## config.mk

```make
export PLATFORM = sky130hd
export DESIGN_NAME = uart_rx
export DESIGN_NICKNAME = d
export VERILOG_FILES = /design/src/rtl/uart_pkg.sv /design/src/rtl/uart_rx_sync2.sv /design/src/rtl/uart_rx.sv
export SDC_FILE = /design/constraint.sdc
export NUM_CORES = 1
export LEC_CHECK = 0
export CORE_UTILIZATION = 35
export DETAILED_ROUTE_END_ITERATION = 6
export PLACE_DENSITY_LB_ADDON = 0.2
export SYNTH_ARGS = -nofsm -noshare
export SYNTH_HDL_FRONTEND = slang
export SYNTH_SLANG_ARGS = --single-unit
```

## constraint.sdc

```tcl
create_clock -name CLK -period 5.1 [get_ports CLK]
set_input_delay 1.02 -clock CLK [delete_from_list [all_inputs] [get_ports CLK]]
set_output_delay 1.02 -clock CLK [all_outputs]
set_load 0.03 [all_outputs]
```

## src/rtl/uart_pkg.sv

```systemverilog
// rtl/uart_pkg.sv - shared state encoding and frame constants for the UART receiver
package uart_pkg;

    typedef enum logic [1:0] {
        IDLE  = 2'd0,
        START = 2'd1,
        DATA  = 2'd2,
        STOP  = 2'd3
    } uart_state_t;

    localparam int DATA_BITS = 8;

endpackage

```

## src/rtl/uart_rx_sync2.sv

```systemverilog
// rtl/uart_rx_sync2.sv - two-flop synchronizer, resets high to match an idle serial line
module uart_rx_sync2 (
    input  logic clk,
    input  logic rst_n,
    input  logic d,
    output logic q
);

    logic meta;

    always_ff @(posedge clk or negedge rst_n) begin
        if (!rst_n) begin
            meta <= 1'b1;
            q    <= 1'b1;
        end else begin
            meta <= d;
            q    <= meta;
        end
    end

endmodule

```

## src/rtl/uart_rx.sv

```systemverilog
// rtl/uart_rx.sv - 8N1 UART receiver with centre sampling and one-cycle DV strobe
module uart_rx
    import uart_pkg::*;
#(
    parameter int CLKS_PER_BIT   = 50,
    parameter int CLKS_PER_BIT_W = 6
) (
    input  logic                 CLK,
    input  logic                 RST,
    input  logic                 CE,
    input  logic                 DI,
    output logic                 DV,
    output logic [DATA_BITS-1:0] PO
);

    localparam logic [CLKS_PER_BIT_W-1:0] BIT_LAST  = CLKS_PER_BIT_W'(CLKS_PER_BIT - 1);
    localparam logic [CLKS_PER_BIT_W-1:0] HALF_LAST = CLKS_PER_BIT_W'(CLKS_PER_BIT / 2 - 1);

    uart_state_t                state, state_nx;
    logic [CLKS_PER_BIT_W-1:0]  cnt, cnt_nx;
    logic [2:0]                 idx, idx_nx;
    logic [DATA_BITS-1:0]       shift, shift_nx;
    logic [DATA_BITS-1:0]       po_nx;
    logic                       dv_nx;
    logic                       ds, ds_prev;

    uart_rx_sync2 u_sync (
        .clk   (CLK),
        .rst_n (RST),
        .d     (DI),
        .q     (ds)
    );

    // Edge history follows enabled samples so a sparse CE cannot step over the falling edge.
    always_ff @(posedge CLK or negedge RST) begin
        if (!RST) begin
            ds_prev <= 1'b1;
        end else if (CE) begin
            ds_prev <= ds;
        end
    end

    always_ff @(posedge CLK or negedge RST) begin
        if (!RST) begin
            state <= IDLE;
            cnt   <= '0;
            idx   <= '0;
            shift <= '0;
            PO    <= '0;
            DV    <= 1'b0;
        end else begin
            state <= state_nx;
            cnt   <= cnt_nx;
            idx   <= idx_nx;
            shift <= shift_nx;
            PO    <= po_nx;
            DV    <= dv_nx;
        end
    end

    always_comb begin
        state_nx = state;
        cnt_nx   = cnt;
        idx_nx   = idx;
        shift_nx = shift;
        po_nx    = PO;
        dv_nx    = 1'b0;
        if (CE) begin
            case (state)
                IDLE: begin
                    cnt_nx = '0;
                    idx_nx = '0;
                    if (!ds && ds_prev) begin
                        state_nx = START;
                    end
                end
                START: begin
                    if (cnt == HALF_LAST) begin
                        cnt_nx   = '0;
                        idx_nx   = '0;
                        state_nx = ds ? IDLE : DATA;
                    end else begin
                        cnt_nx = cnt + 1'b1;
                    end
                end
                DATA: begin
                    if (cnt == BIT_LAST) begin
                        cnt_nx        = '0;
                        shift_nx[idx] = ds;
                        idx_nx        = idx + 1'b1;
                        if (idx == 3'd7) begin
                            state_nx = STOP;
                        end
                    end else begin
                        cnt_nx = cnt + 1'b1;
                    end
                end
                STOP: begin
                    if (cnt == BIT_LAST) begin
                        cnt_nx   = '0;
                        state_nx = IDLE;
                        if (ds) begin
                            po_nx = shift;
                            dv_nx = 1'b1;
                        end
                    end else begin
                        cnt_nx = cnt + 1'b1;
                    end
                end
                default: state_nx = IDLE;
            endcase
        end
    end

endmodule

```

==> results of run 1 <==
cells by family after synthesis:
kind of cell | after synthesis | synth area share (%)
AND/OR/NAND/NOR | 35 | 15.0
XOR/XNOR | 3 | 1.74
AO/OA/AOI/OAI | 18 | 8.02
flip-flops | 31 | 51.5
adder cells (fa/ha/maj) | 5 | 4.14
multiplexers | 18 | 15.4
buffers and inverters | 12 | 4.22
metrics by stage:
step                      cell area [um2]  utilization [%]
after floorplan                      1510                -
after global routing                 1770             43.4
after detailed placement             1650             40.5
final                                1770             43.4
after CTS                            1770             43.4
after global placement               1650             40.5
per-layer routing:
layer  wire (um)  global-route usage (%)  up-vias  part of all wire [%]
met5           0                       0        -                     0
met4          29                    6.38        0                   1.1
met3         109                    5.57        4                   4.0
met2        1260                    19.3       16                    46
met1        1320                    17.5      474                    49
li1            -                       -      461                     -
critical path, stage by stage:
cell	delay (ps)
clkdlybuf4s50_1	800
and4bb_2	310
nand2_1	100
nor4b_1	370
mux2_2	380
power groups by stage:
stage          Sequential, mW  Combinational [mW]  Clock [mW]
3_5_place_dp            0.267              0.0357           0
5_1_grt                 0.264              0.0400       0.268
4_1_cts                 0.263              0.0359       0.259
6_report                0.263              0.0350       0.250
2_1_floorplan           0.264              0.0225           0
3_3_place_gp            0.267              0.0343           0
cell usage after synthesis, types with 2 or more instances:
cell,count
a21oi_1,6
nand2_1,9
clkbuf_1,4
o21ai_0,3
a22o_1,2
nor2_1,4
mux2_4,8
and2_1,2
nand4b_1,2
nand4_1,2
inv_1,4
ha_1,5
nand2b_1,2
nor4b_1,2
and4bb_2,2
mux2_2,10
buf_2,2
dfrtp_1,28
dfstp_2,3
xor2_1,2
worst paths after layout:
path,to,cells after the start,start,slack [ps]
min in group asynchronous,cnt[3],2,RST,1120
max reg2reg,PO[2],6,cnt[1],3190
max,shift[1],5,CE,2290
min reg2reg,u_sync.q,0,u_sync.meta,360
max in group asynchronous,ds_prev,2,RST,3640
min,u_sync.q,0,u_sync.meta,360
sequential cells by signal (all words and copies together) (netlist names), 3 cells and up, named ones only:
| signal | count |
|---|---|
| idx | 3 |
| shift | 8 |
| PO | 8 |
| cnt | 6 |
cells in the final DEF, fill, tap and decap left out, types with 2 or more instances in the layout:
master,n
nor2_1,4
a21oi_1,6
clkdlybuf4s50_1,12
nand2_1,9
and4bb_2,2
mux2_2,10
xor2_1,2
dfstp_2,3
dfrtp_1,28
inv_1,4
a22o_1,2
nor4b_1,2
nand4_1,2
nand4b_1,2
and2_1,2
clkbuf_8,6
ha_1,5
o21ai_0,3
mux2_4,8
nand2b_1,2
layout make-up:
type	instances	area, um2
Timing Repair Buffer	13	128
Clock buffer	6	82.6
Clock inverter	2	35.0
Multi-Input combinational cell	79	669
Inverter	4	15.0
Fill cell	388	2310
Sequential cell	31	779
Tap cell	50	62.6
==> impl_results.md, run 1 <==
- Status: finished clean
- PnR worst setup slack: between 2000 and 2500 ps
- Post-DP HPWL: 1810 um
- Clock Sinks: 31
- Routed Antenna Nets: 0
- Hold buffers post-CTS: 0
- CP arrival: slightly below 3000 ps
- First-pass GRT wire length: 4330 um
- Top post-synthesis cells by area: dfrtp_1 (46%), mux2_4 (7.9%), mux2_2 (7.4%)
- CORE AREA: between 4000 and 5000 um2
- Setup bufs post-CTS: 0
- I/O pin total: 13
- DR vias/cell: 5.16
- Fin. Hold Viols: 0
- Die X-Extent: 67.7 um
- Total of max-cap violations: 0
- Synthesis-to-finish area growth: 17.1%
- Dpl cells: 177
- Top_reg_cell synth: dfrtp_1
- FF+latch count, synth: 31
- Post-cts resize count: 0
- Total CTS buffers: 5
- Distinct cells, synth: 40
- Worst Path Required: 5270 ps
- Worst min path class: reg2reg
- Worst-Margin Slew: 526 ps
- Maximum clock frequency: 356 MHz
- Clock Skew: roughly 4.1 ps
- Final critical-path required period: 2810 ps
- VDD IR max: 0.128 mV
- Design Power: 548 uW
- Final setup fails: 0
- Clock Latency Late Sink: between 200 and 300 ps
- Part of the power in registers: 48.0%
- Sw Ratio: between 20% and 30%
- Worst-path clk slew: 70 ps
- Synth Warn #: 0
- Leak: 0.793 nW
- Congestion Overflow GR: 0
- Initial core utilization: 37.0%
- DRT Pass-1 Iters: 4
- Largest area contributor in the netlist: dfrtp_1
- Initial antenna violation count: 0
- Die ar.: 4590 um2
- Final Max Tran Viols: 0
- Rows: 23
- CTS root buf: clkbuf_8
- Non-Filler Instances: 185
- Worst Setup Start Kind: input port
- TritonCTS clock tree: done
- Logic gate share of total power: under 10%
- Initial DRC Count: 26
- Residual DRC count: 0
- Syn_area_per_cell: 12.4 um2
- Largest net degree at the start of global routing: 32
- Total number of vias: 955
- Worst Setup Path Type: in2reg
- Syn_nets: approximately 130
- Gr usage total: 13.5%
- Netlist Area Pre-Place: 1510 um2
- Post-synth EDFFs: 0
- Clock power share: a little under half
- Final hold slack: 358 ps
- CTS Buffer Depth: 2
- NumNets Final: 143
- Die height: 67.7 um
- CTS H-tree lvls: 2
- Cell-internal power: 426 uW
- Worst-path fanout max: 16
- Max-slew headroom: between 60% and 70%
- Number of global-route vias before repair: just under 900
- Total Routed Length: 2710 um
- # diodes: 0
- Post-synthesis async set-or-reset flop share: 100%
- P per Cell Area: 309 nW/um2
- RD Place Congestion: 0.792
- Setup crit end kind: register
- Final setup TNS: 0 ps
- Sw power: 122 uW
- Fin crit share: 55.1%
- Yosys top cell area share: 46.3%
- Synth Instances: 122
- Place WS: 1980 ps
- Wire per inst: 14.7 um
- Port Buffers: 12
- RSZ-0062 raised after global routing: no
- Layout cell share with drive strength beyond 1: 25.9%
- Seq/Total Area, Yosys: 51.5%
No activity file was read; power rests on OpenSTA's default activity.
==> run 2: changes to the inputs <==
Clock period 5.1 ns to 2.6 ns, I/O delays scaled along.
==> run 2 against run 1 <==
Worst setup slack lost 1600 ps. First-iteration DRC count rose by 38%. Non-clock buffer count is 1 higher. Utilization grew 0.18 points. Power up 95%. Worst hold slack improved by 2.1 ps. Sequential share of layout area fell by 0.19 points. Cell count increased by 0.54%. Clock power is 94% higher. Sequential power up 96%. Combinational power is 96% higher. Final area increased by 0.42%.
==> impl_results.md, run 2 (synthesized netlist as in run 1, its figures left out) <==
- Total CTS buffers: 5
- Gr usage total: a little over an eighth
- Hold_sp: u_sync.meta
- Reg2reg start: cnt[1]
- Final critical-path required period: 1900 ps
- DR vias/cell: 5.14
- Fillers: around 410
- DRT Pass-1 Iters: 4
- Worst Setup Path Type: reg2reg
- R2R cell count: 6
- Rows: 23
- Clock Sinks: 31
- RSZ-0062 raised after global routing: no
- Leak: 0.798 nW
- Die ar.: 4590 um2
- DP Area: 1660 um2
- Clock Skew: 7.48 ps
- Initial DRC Count: 36
- Die height: 67.7 um
- Initial antenna violation count: 0
- Fin. Hold Viols: 0
- Final Max Tran Viols: 0
- Worst-path fanout max: 8
- CTS root buf: clkbuf_8
- Final setup fails: 0
- Max-slew headroom: between 60% and 70%
- Most frequent cells in the layout: dfrtp_1 (28), clkdlybuf4s50_1 (12), mux2_2 (10)
- Status: finished clean
- Layout cell share with drive strength beyond 1: 26.5%
- Port Buffers: 12
- Congestion Overflow GR: 0
- Commonest non-fill, non-tap cell in the layout: dfrtp_1
- I/O pin total: 13
- Number of global-route vias before repair: 922
- Design Power: 1.07 mW
- First-pass GRT wire length: 4390 um
- Total number of vias: around 960
- Post-cts resize count: 0
- Setup bufs post-CTS: 0
- # diodes: 0
- Final setup TNS: 0 ps
- RD Place Congestion: 0.716
- Non-Filler Instances: approximately 190
- GR Util met2: 18.9%
- Total Routed Length: 2580 um
- Largest net degree at the start of global routing: 32
- Final core utilization: 43.5%
- Met3 Usage GRT: 4.56%
- CTS H-tree lvls: 2
- R2R Setup Slk: 700 ps
- Routed Antenna Nets: 0
- Hold buffers post-CTS: 0
- Initial core utilization: 37.0%
- Largest regs: PO (8), shift (8), cnt (6)
- Worst Hold End: u_sync.q
- Fin crit share: 73.2%
- Die X-Extent: 67.7 um
- Worst min path class: reg2reg
- Post-DP HPWL: approximately 1700 um
- CP arrival: roughly 2100 ps
- Worst flop-to-flop path endpoint: PO[4]
- P per Cell Area: between 600 and 700 nW/um2
- GR peak layer: met2
- Worst-path clk slew: 70 ps
- VDD IR max: 0.269 mV
- Setup crit end kind: register
- Worst-Margin Slew: between 400 and 500 ps
- NumNets Final: 144
- Dpl cells: roughly 180
- Total of max-cap violations: 0
- Residual DRC count: 0
- CORE AREA: 4090 um2
- Worst Hold Path Cells: 0
- Grt met1 use: between 10% and 20%
- Maximum clock frequency: 525 MHz
- Synthesis-to-finish area growth: 17.6%
- Worst Setup Start Kind: register
- Post-route cell area: about 1800 um2
- TritonCTS clock tree: done
- Wire per inst: about 14 um
- CTS Buffer Depth: 2
- Clock Latency Late Sink: 280 ps
- Worst Path Required: 2760 ps
## run 2: cell count changes in the layout (fill, tap and decap cells not counted)
cell | before | now
buf_4 | 1 | 2
## run 2: metal layers
layer	part of all wire (%)	routed length (um)	up-vias
met5	0	0	-
met4	2.5	65	0
met3	3.1	80	5
met2	45	1160	11
met1	49	1270	479
li1	-	-	461
## run 2: per-stage QoR
step                      hold slack (ps)  setup slack, ps
after floorplan                       224              842
after global placement                349              448
after detailed placement              352              430
after CTS                             360              683
after global routing                  365              604
final                                 360              697
## run 2: power by group
part,internal [mW],total [mW],switching [mW]
registers,0.498,0.516,0.0178
clock network,0.310,0.484,0.174
logic,0.0285,0.0686,0.0401
## run 2: area by class of cell
cell class | count | area, um2 | share of cell area [%]
inverters | 4 | 15.0 | 0.844
clock buffers | 6 | 82.6 | 4.64
repair buffers | 14 | 135 | 7.59
multi-input cells | 79 | 669 | 37.6
clock inverters | 2 | 35.0 | 1.97
flip-flops and latches | 31 | 779 | 43.8
well taps | 50 | 62.6 | 3.52
## run 2: worst max path at each step
| stage | from | endpoint | slack [ps] | depth (start not counted) |
|---|---|---|---|---|
| after floorplan | cnt[1] | PO[0] | 840 | 7 |
| after global placement | CE | shift[1] | 450 | 5 |
| after detailed placement | CE | shift[1] | 430 | 5 |
| after CTS | cnt[1] | PO[4] | 680 | 6 |
| after global routing | cnt[1] | PO[4] | 600 | 6 |
| final | cnt[1] | PO[4] | 700 | 6 |
## run 2: critical path, cell delays in order (launching register included)
cell     delay [ps]
dfrtp_1         400
inv_1           110
ha_1            150
and4b_4         250
and3b_1         200
and4_4          360
mux2_4          320
==> edit (flow settings as in run 1) <==
The 4 states of `uart_state_t` get a one-hot encoding in 4 bits.
--- a/src/rtl/uart_pkg.sv
+++ b/src/rtl/uart_pkg.sv
@@ -2,9 +2,9 @@
 package uart_pkg;
 
-    typedef enum logic [1:0] {
-        IDLE  = 2'd0,
-        START = 2'd1,
-        DATA  = 2'd2,
-        STOP  = 2'd3
+    typedef enum logic [3:0] {
+        IDLE  = 4'b0001,
+        START = 4'b0010,
+        DATA  = 4'b0100,
+        STOP  = 4'b1000
     } uart_state_t;
 
Function: no difference found for any inputs over 10 cycles, from zero or initial values and one cycle with RST low; not proved beyond that.
==> edit against run 1 <==
Sequential cell count up 2. Wire length up 13%. Sequential share of layout area is 2.0 points lower. Design area up 12%. Highest routed layer unchanged. Register-to-register slack got worse by 0.37 ns. Synthesized area is 12% higher. Fmax up 7.9%. Setup slack improved by 0.21 ns. Largest cell class unchanged. Critical path depth is the same.
Power is not compared: it rests on default switching activity, and its combinational part moved more than twofold at a synthesized area within 25%.
==> edit: results (changes against run 1) <==
metric	value	unit	change
cts_resized	0		unchanged
syn-num-nets	157		+20%
grt_usage	0.141		+0.00603
skew	0.00872	ns	+0.00462 ns
hold_class	reg -> reg		
fin_nets	172		+20%
synth_cell_types	39		-2.5%
postPlaceCellArea	1860	um^2	+12%
tns	0	ns	unchanged
reg.largest.list	PO x8, shift x8, cnt x6		
stdcell_count	218		+18%
cp_slowest_cell	clkdlybuf4s50_1		
clk_pin_slew	0.06	ns	
gp_congestion	0.818		+3.3%
grt_pass1_vias	1146		+30%
crit_arrival	2.77	ns	-0.21 ns
antenna_found_initial	0		unchanged
synth_adder_area_share	0.0368		-0.00459
synth_commonest_cells	29 x dfrtp_1, 19 x mux2_2, 13 x nand2_1		
ys_seq_area_frac	0.488		-0.0271
grt_max_degree	34		+6.3%
timing.final.hold_violations	0		unchanged
synth_mux_area_frac	0.143		-0.0105
synth_compound_area_frac	0.0963		+0.0161
leakagePower	0.859	nW	
hpwl	2200	um	+21%
async_reset_ff_frac	1.00		unchanged
whs_path_depth	0		unchanged
synth.avg_cell_area	11.5	um^2	-7.3%
status	completed		
drt-vias-per-instance	5.18		+0.32%
drt_iter0_markers	21		-19%
critPathTopFamily	simple AND/OR/NAND/NOR gates		
clk_latency	0.28	ns	about the same
grt_pass1_wl	5380	um	+24%
cts_max_level	2		unchanged
relSlewSlack	0.647		-0.000995
dr.pass1.iters	4		unchanged
numCtsBuffers	5		unchanged
vdd_drop_max	215	uV	
clockBufferDepth	2		unchanged
dpl.cell_count	210		+19%
routed_wl	3070	um	+13%
path_max_fanout	7		-9
synth_xor_area_frac	0.0103		-0.00708
rr_worst_depth	7		+1
dp_slack	2.19	ns	+0.211 ns
slowest_delay	0.58	ns	-0.22 ns
ctsRootBufferMaster	clkbuf_8		
synth.top_cells.by_area	dfrtp_1 43%, mux2_2 13%, dfstp_2 6.2%		
drive_gt1_frac	0.238		-0.0215
portBuffers	12		unchanged
cts_setup_buffers	0		unchanged
-- edit: cell types whose count changed after synthesis, moves of 4 or more --
cell,delta
inv_1,+6
o21ai_0,+5
mux2_4,-8
nand3_1,+4
nand2_1,+4
a21oi_1,-5
mux2_2,+9
nor2b_1,+4
-- edit: kinds of logic (layout without fill, tap and decap cells) --
logic type / after synthesis / in the layout
AOI/OAI and AO/OA: 22 / 22
adders and majority gates: 5 / 5
DFF: 33 / 33
xor gates and xnor gates: 2 / 2
and+or+nand+nor: 49 / 49
muxes: 22 / 22
buffers and inverters: 15 / 31
-- edit: per-layer routing --
layer  up-vias  routed length, um  GRT usage
met4         0                 23     0.0523
met3         2                115     0.0549
li1        557                  -          -
met1       553               1420      0.163
met2        17               1510      0.238
met5         -                  0          0
-- edit: report_power, final --
group          switching (mW)  internal [mW]  leakage, nW  total, mW
combinational           0.116          0.101        0.356      0.217
sequential             0.0569          0.291        0.445      0.348
clock                  0.0889          0.159       0.0585      0.248
total                   0.261          0.551        0.859      0.813
-- edit: path summary, 6_finish.rpt --
| kind | to | from | slack, ns |
|---|---|---|---|
| worst max register to register | shift[4] | cnt[0] | 2.82 |
| worst min register to register | u_sync.q | u_sync.meta | 0.36 |
| min in group asynchronous | state[2] | RST | 1.13 |
| worst max-delay path | shift[4] | CE | 2.50 |
| worst min-delay path | u_sync.q | u_sync.meta | 0.36 |
| max in group asynchronous | state[0] | RST | 3.63 |
-- edit: area by class of cell --
type / count / area (um^2)
timing repair buffer: 13 / 128
fill: 454 / 2720
clock inverter: 1 / 30.0
multi-input combinational: 100 / 797
tap: 54 / 67.6
clock buffer: 7 / 86.3
inverter: 10 / 37.5
sequential: 33 / 831
